### src/rtl/button_decoder_pkg.sv
// button_decoder_pkg: button command codes, SET FSM states and counter sizing shared with the time counter
package button_decoder_pkg;

   localparam logic [1:0] BTN_NONE = 2'd0;
   localparam logic [1:0] BTN_SET  = 2'd1;
   localparam logic [1:0] BTN_MODE = 2'd2;

   typedef enum logic [1:0] {
      SET_IDLE   = 2'd0,
      SET_HELD   = 2'd1,
      SET_REPEAT = 2'd2
   } set_state_t;

   function automatic int cnt_width(input int n);
      return (n > 1) ? $clog2(n) : 1;
   endfunction

endpackage

### src/rtl/button_debounce.sv
// button_debounce: synchronise an active-low raw button, debounce it and flag the press edge
module button_debounce
   import button_decoder_pkg::*;
#(
   parameter int DEBOUNCE_CYCLES = 1_000_000
) (
   input  logic clk,
   input  logic reset,
   input  logic raw_n,
   output logic level,
   output logic press
);

   localparam int CW = cnt_width(DEBOUNCE_CYCLES);
   localparam logic [CW-1:0] LAST = CW'(DEBOUNCE_CYCLES - 1);

   logic          r_sync1;
   logic          r_sync2;
   logic          r_stable_n;
   logic          r_level_d;
   logic [CW-1:0] r_cnt;
   logic          w_diff;
   logic          w_done;

   // a level change is accepted once the synchronised input has disagreed for the full window
   always_comb begin
      w_diff = r_sync2 != r_stable_n;
      w_done = w_diff && (r_cnt == LAST);
      level  = ~r_stable_n;
      press  = level & ~r_level_d;
   end

   // synchroniser, debounce counter and previous level for edge detection
   always_ff @(posedge clk) begin
      if (!reset) begin
         r_sync1    <= 1'b1;
         r_sync2    <= 1'b1;
         r_stable_n <= 1'b1;
         r_level_d  <= 1'b0;
         r_cnt      <= '0;
      end else begin
         r_sync1    <= raw_n;
         r_sync2    <= r_sync1;
         r_stable_n <= w_done ? r_sync2 : r_stable_n;
         r_level_d  <= ~r_stable_n;
         r_cnt      <= (!w_diff || w_done) ? '0 : r_cnt + 1'b1;
      end
   end

endmodule

### src/rtl/button_decoder.sv
// button_decoder: turns MODE/SET button presses into single-cycle commands, with SET auto-repeat
module button_decoder
   import button_decoder_pkg::*;
#(
   parameter int DEBOUNCE_CYCLES = 1_000_000,
   parameter int HOLD_CYCLES     = 25_000_000,
   parameter int REPEAT_CYCLES   = 10_000_000
) (
   input  logic       clk,
   input  logic       reset,
   input  logic       btn_mode_n,
   input  logic       btn_set_n,
   output logic [1:0] button_state,
   output logic       mode_lvl,
   output logic       set_lvl
);

   localparam int HW = cnt_width((HOLD_CYCLES > REPEAT_CYCLES) ? HOLD_CYCLES : REPEAT_CYCLES);
   localparam logic [HW-1:0] HOLD_LAST = HW'(HOLD_CYCLES - 1);
   localparam logic [HW-1:0] REP_LAST  = HW'(REPEAT_CYCLES - 1);

   set_state_t    r_state;
   set_state_t    w_state_nx;
   logic [HW-1:0] r_hold_cnt;
   logic [HW-1:0] w_hold_nx;
   logic [1:0]    r_button_state;
   logic [1:0]    w_button_nx;
   logic          w_mode_press;
   logic          w_set_press;
   logic          w_set_emit;

   button_debounce #(.DEBOUNCE_CYCLES(DEBOUNCE_CYCLES)) u_mode_db (
      .clk   (clk),
      .reset (reset),
      .raw_n (btn_mode_n),
      .level (mode_lvl),
      .press (w_mode_press)
   );

   button_debounce #(.DEBOUNCE_CYCLES(DEBOUNCE_CYCLES)) u_set_db (
      .clk   (clk),
      .reset (reset),
      .raw_n (btn_set_n),
      .level (set_lvl),
      .press (w_set_press)
   );

   // SET press/hold/repeat sequencing; MODE held parks the FSM so SET needs a fresh press afterwards
   always_comb begin
      w_state_nx = r_state;
      w_hold_nx  = r_hold_cnt;
      w_set_emit = 1'b0;
      if (mode_lvl) begin
         w_state_nx = SET_IDLE;
         w_hold_nx  = '0;
      end else begin
         case (r_state)
            SET_IDLE: begin
               if (w_set_press) begin
                  w_set_emit = 1'b1;
                  w_state_nx = SET_HELD;
                  w_hold_nx  = '0;
               end
            end
            SET_HELD: begin
               if (!set_lvl) begin
                  w_state_nx = SET_IDLE;
                  w_hold_nx  = '0;
               end else if (r_hold_cnt == HOLD_LAST) begin
                  w_set_emit = 1'b1;
                  w_state_nx = SET_REPEAT;
                  w_hold_nx  = '0;
               end else begin
                  w_hold_nx  = r_hold_cnt + 1'b1;
               end
            end
            SET_REPEAT: begin
               if (!set_lvl) begin
                  w_state_nx = SET_IDLE;
                  w_hold_nx  = '0;
               end else if (r_hold_cnt == REP_LAST) begin
                  w_set_emit = 1'b1;
                  w_hold_nx  = '0;
               end else begin
                  w_hold_nx  = r_hold_cnt + 1'b1;
               end
            end
            default: begin
               w_state_nx = SET_IDLE;
               w_hold_nx  = '0;
            end
         endcase
      end
      w_button_nx = w_mode_press ? BTN_MODE : w_set_emit ? BTN_SET : BTN_NONE;
   end

   // FSM state, hold counter and the registered command bus
   always_ff @(posedge clk) begin
      if (!reset) begin
         r_state        <= SET_IDLE;
         r_hold_cnt     <= '0;
         r_button_state <= BTN_NONE;
      end else begin
         r_state        <= w_state_nx;
         r_hold_cnt     <= w_hold_nx;
         r_button_state <= w_button_nx;
      end
   end

   assign button_state = r_button_state;

endmodule

### config.mk
export PLATFORM = sky130hd
export DESIGN_NAME = button_decoder
export DESIGN_NICKNAME = d
export VERILOG_FILES = /design/src/rtl/button_decoder_pkg.sv /design/src/rtl/button_debounce.sv /design/src/rtl/button_decoder.sv
export SDC_FILE = /design/constraint.sdc
export NUM_CORES = 1
export LEC_CHECK = 0
export CORE_ASPECT_RATIO = 1.75
export CORE_MARGIN = 5
export CORE_UTILIZATION = 30
export CTS_CLUSTER_SIZE = 28
export DETAILED_ROUTE_END_ITERATION = 8
export PLACE_DENSITY = 0.42
export SYNTH_ARGS = -nofsm -noshare
export SYNTH_HDL_FRONTEND = slang
export SYNTH_HIERARCHICAL = 1
export SYNTH_SLANG_ARGS = --single-unit
### constraint.sdc
create_clock -name clk -period 2.64 [get_ports clk]
set_input_delay 0.264 -clock clk [delete_from_list [all_inputs] [get_ports clk]]
set_output_delay 0.264 -clock clk [all_outputs]
set_load 0.005 [all_outputs]
# --- After elaboration in Yosys (flattened, before gate mapping) ---
# Index checks and enable logic that the tools add are counted.
classes:
  addsub: 3
  eq_ne: 11
  muxes: 20
  bitwise: 7
  reduce_logical: 12
op_table:
  columns: ["op", "count"]
  rows:
  - ["25-bit two-way mux", 5]
  - ["25-bit case mux with 3 select lines", 1]
  - ["20-bit by 1-bit adder with 20-bit output, second input constant", 2]
  - ["20-bit == test, second input constant", 2]
  - ["25-bit by 1-bit adder with 25-bit output, second input constant", 1]
  - ["25-bit by 24-bit == test with 1-bit output, second input constant", 1]
  - ["25-bit == test, second input constant", 1]
  - ["2-bit two-way mux", 5]
  - ["1-bit two-way mux", 7]
  - ["2-bit case mux with 3 select lines", 1]
  - ["2-bit OR reduction", 3]
  - ["1-bit inverter", 5]
  - ["2-bit by 1-bit inequality test with 1-bit output, second input constant", 2]
  - ["3-bit by 2-bit inequality test with 1-bit output, second input constant", 1]
  - ["1-bit case mux with 3 select lines", 1]
  - ["3-bit AND reduction", 1]
  - ["1-bit AND", 2]
  - ["2-bit by 1-bit == test with 1-bit output, second input constant", 1]
  - ["2-bit == test, second input constant", 1]
  - ["1-bit logical AND", 2]
  - ["1-bit logical NOT", 2]
  - ["2-bit logical NOT", 1]
  - ["1-bit logical OR", 2]
  - ["1-bit inequality test", 2]
  - ["2-bit AND reduction", 1]
word_totals:
  ff_bits: 77
  input_bits: 4
  elab_cells: 67

# --- Depth between registers and ports, before layout ---
logic_depth:
  word_depth: 7
  depth_mapped: 8
  depth_no_buf: 7

# --- By module ---
# Netlist, hierarchy kept.
modules_own_cells:
  columns: ["module", "instances", "cells_each", "area_each_um2", "seq_area_each_um2"]
  rows:
  - ["button_debounce", 2, 115, 1052.3, 480.5]
  - ["button_decoder", 1, 207, 1631.6, 580.6]

# --- Worst setup path before layout ---
# Ideal clock, no wire load.
synth_path:
  path_type: "register -> register"
  start: "register r_hold_cnt[0]"
  end: "register r_hold_cnt[23]"
  t_arrival_ns: 1.998
  path_slack_ns: 0.520
  stages_incl_launch_ff: 8
  path_buffers: 1
  cell_sequence: "dfxtp_1 ha_1 nand4_1 or4_4 o31ai_4 a21oi_2 buf_6 a221o_1"
synth_between:
  elab_chain_len: 4
synth_rtl:
  columns: ["item", "line_no", "source"]
  rows:
  - ["start, declared", "button_decoder.sv:24", "logic [HW-1:0] r_hold_cnt;"]
  - ["start signal, assigned", "button_decoder.sv:105", "r_hold_cnt <= w_hold_nx;"]
  - ["25-bit by 1-bit adder with 25-bit output (tied with other cells)", "button_decoder.sv:74, button_decoder.sv:85", null]
  - ["25-bit two-way mux (on tied branches)", "button_decoder.sv:81, button_decoder.sv:69", null]
  - ["25-bit two-way mux (on tied branches)", "button_decoder.sv:78, button_decoder.sv:66", null]
  - ["25-bit case mux with 3 select lines (*)", "button_decoder.sv:57", "case (r_state)"]
# Every way passes the cells marked *; elsewhere a longest branch is shown, timed or not.
# A chain may end at the register's enable or synchronous reset.

# --- Worst setup path after layout ---
layout_path:
  start: "register r_hold_cnt[0]"
  end: "register r_hold_cnt[0]"
# Same word-level chain as after synthesis.

==> key figures <==
Synthesis
  – Most common flop cell mapped by yosys: dfxtp_1
  – Post-synthesis average cell area: 8.549 um2
  – Post-synthesis xor/xnor area fraction: between 6 and 7%
  – Synth warn: 6
  – Number of synthesized flops with an enable pin: 0
  – Post-synth cell types: 48
  – Synth Area in Adders: 2.344%
  – Syn_nets: roughly 450
  – Async S/R FF share, synth: 0%
  – Largest area contributor in the netlist: dfxtp_1
  – Post-synth top area share: between 40% and 50%
  – Compound-Gate Fraction of Synth Area: 14.80%
  – Netlist Area Pre-Place: 3736 um2
  – Sequential area share after synthesis: around two fifths
  – Mapped Cells: 437
  – Flops & latches, synth: 77
  – Main combinational cell family by area after synthesis: simple AND/OR/NAND/NOR gates
  – Post-synthesis simple-gate area fraction: 30.41%
  – Largest cells by area after synthesis: dfxtp_1 (41%), a21oi_1 (4.4%), nor2_1 (4.4%)
  – Mux share of post-synthesis cell area: 1.373%

Min path
  – Hold WC Path Type: flop to flop

Setup path
  – WP data arrival: 2530 ps
  – Worst-path cell chain: ha_1 -> nand4_1 -> or4_4 -> o31ai_4 -> a21oi_2 -> buf_4 -> mux2_2
  – CP required: around 2900 ps
  – Max stage delay on crit path: 470 ps
  – CP Max Fanout: 24
  – Crit Path Class: flop to flop
  – Crit path max-delay cell type: or4_4
  – Critical Path Source Type: flop
  – Setup crit end kind: flop

Finish
  – Layout cells sized above 1: 8.972%
  – Layout Area Growth over Synthesis: 14.90%
  – Fillers: 1340
  – Final #Nets: between 400 and 500
  – N_diodes: 0

Timing
  – Fin. max-slew vios: 0
  – Fin crit period: 2302 ps
  – Max_slew headroom: 60.28%
  – Final hold viol count: 0
  – RSZ-0062 raised after global routing: false
  – Tcrit/Tclk final: 87.20%
  – Post-route setup TNS: 0 ps
  – Worst Skew: 8.937 ps
  – Peak Freq: 434.4 MHz
  – Final setup viols: 0
  – Tightest Pin Transition: 595.8 ps

Power
  – Power per Cell Area: roughly 550 nW/um2
  – Flop pwr share: 49.6%
  – Pint: ~1.8 mW
  – Net Sw Frac: ~22%
  – Psw: between 0.5 and 0.6 mW
  – P_leak: between 1 and 1.5 nW
  – PnR Total Power: 2.354 mW
  – Logic pwr share: 1.5%
  – Worst VDD drop: about 0.3 mV
  – Clock power frac: about half

Global routing
  – Initial antenna violation count: 0
  – Vias in the first global route: approximately 3k
  – Largest net degree at the start of global routing: 25
  – Total gr overflow: 0
  – GRT Total Usage: 12.50%
  – Global-route wire length before repair: 14500 um

Floorplan
  – FP Rows: 54
  – DIE HEIGHT: 157.6 um
  – Top-Level Pins: 8
  – Die area: about 15000 um2
  – Die span in x: 94.36 um
  – Placeable Area: 12360 um2
  – Starting Density: 30.22%

Clocking
  – CTS tree: built
  – Post-cts hold buffer count: 0
  – CTS sink cnt: 77
  – Max Root-Sink Buffers: 2
  – PostCTS Resize Cnt: 0
  – H-tree level count: 3
  – Post-CTS Setup Inserts: 0
  – Later-pin clock latency in the skew report: roughly 340 ps
  – Clock transition at path regs: ~60 ps
  – CTS Buf Count: 9
  – Root buffer cell: clkbuf_16

Placement
  – DPL Wire Length: 6205 um
  – I/O Buffers: 7
  – Final Wtd Congestion: ~0.87

Run
  – Maximum capacitance violations: 0

Routing
  – Iteration-0 DRC Markers: 112
  – Post-route ant nets: 0
  – Drt first pass iters: 4
  – Routed vias/inst: 5.034
  – WL per Instance: 13.67 um
  – Post-Route WL: 8541 um
  – DR vias: about 3.1k
  – DRC viols: 0

Run status
  – Outcome: completed
## through the flow
step / hold WS [ps] / cells / setup slack (ps) / utilization, % / instance area, um2
floorplan: 337.0 / 437 / 520.2 / - / 3736
global placement: 389.4 / 610 / 421.9 / 32.48 / 4016
detailed placement: 394.8 / 610 / 350.1 / 32.48 / 4016
CTS: 408.6 / 625 / 339.1 / 34.72 / 4293
global route: 435.3 / 625 / 153.1 / 34.72 / 4293
finish: 406.7 / 625 / 338.0 / 34.72 / 4293
## synthesized netlist by cell type (8+ instances only)
master and count:
nand3_1 31, nor2_1 44, a21oi_1 33, xor2_1 12, a31oi_1 12, inv_1 19, nand2_1 32, dfxtp_1 77
nand4_1 17, nand2b_1 12, nor3_1 11, and3_1 8, o21ai_0 18, xnor2_1 14
## placed cells by master (no fill, tap or decap), drive strengths merged, types with 7 or more instances in the layout
cell,netlist,final
nand3,33,33
nor4b,7,7
o21ai,18,18
ha,7,7
or3,9,9
clkdlybuf4s50,0,7
xnor2,14,14
nor3,11,11
nand4,17,17
or4,7,7
o31ai,9,9
clkbuf,6,10
xor2,12,12
a31oi,12,12
and3,8,8
inv,19,19
buf,5,9
a21oi,34,34
nand2b,12,12
nand2,32,32
dfxtp,77,77
nor2,44,44
## final timing paths
| path | slack, ps | cells past startpoint | from | endpoint |
|---|---|---|---|---|
| max reg2reg | 340 | 7 | r_hold_cnt[0] | r_hold_cnt[0] |
| min reg2reg | 410 | 1 | u_set_db/r_sync1 | u_set_db/r_sync2 |
| min | 410 | 1 | u_set_db/r_sync1 | u_set_db/r_sync2 |
| max | 340 | 7 | r_hold_cnt[0] | r_hold_cnt[0] |
## final cells by class
| type | instances | area, um2 | area share [%] |
|---|---|---|---|
| clock buffers | 10 | 239.0 | 5.567 |
| repair buffers | 16 | 137.6 | 3.206 |
| inverters | 19 | 71.32 | 1.661 |
| flip-flops and latches | 77 | 1541 | 35.91 |
| clock inverters | 5 | 37.54 | 0.8744 |
| multi-input cells | 330 | 2056 | 47.89 |
| well taps | 168 | 210.2 | 4.897 |
## cell families after synthesis
| logic type | after synthesis |
|---|---|
| AO/OA/AOI/OAI | 85 |
| XOR/XNOR | 26 |
| adder cells (fa/ha/maj) | 7 |
| buffers and inverters | 30 |
| flip-flops | 77 |
| multiplexers | 5 |
| AND/OR/NAND/NOR | 207 |
## layer usage
layer | GRT usage, % | routed length (um) | part of all wire, %
met5 | 0 | 0 | 0
met4 | 6.129 | 122 | 1.4
met3 | 2.948 | 214 | 2.5
met2 | 22.32 | 4646 | 54
met1 | 13.65 | 3558 | 42
## power by group through the flow
stage | logic (mW) | clock network (mW) | registers, mW
after floorplan | 0.0204 | 0 | 1.19
after global placement | 0.0353 | 0 | 1.19
after detailed placement | 0.0355 | 0 | 1.19
after CTS | 0.0356 | 1.20 | 1.17
after global routing | 0.0392 | 1.24 | 1.17
final | 0.0345 | 1.15 | 1.17
## sequential cells by signal (all words and copies together), names as in the netlist, 2 cells and up
signal	cells
r_state	2
u_set_db/r_cnt	20
button_state	2
r_hold_cnt	25
u_mode_db/r_cnt	20
## critical path, delay by kind of cell, from the launching register on
kind                     cells  cell delay, ps
AO/OA/AOI/OAI                2             390
adder cells (fa/ha/maj)      1             270
buffers and inverters        1             220
flip-flops                   1             400
multiplexers                 1             280
AND/OR/NAND/NOR              2             630
No activity file was read; power rests on OpenSTA's default activity.
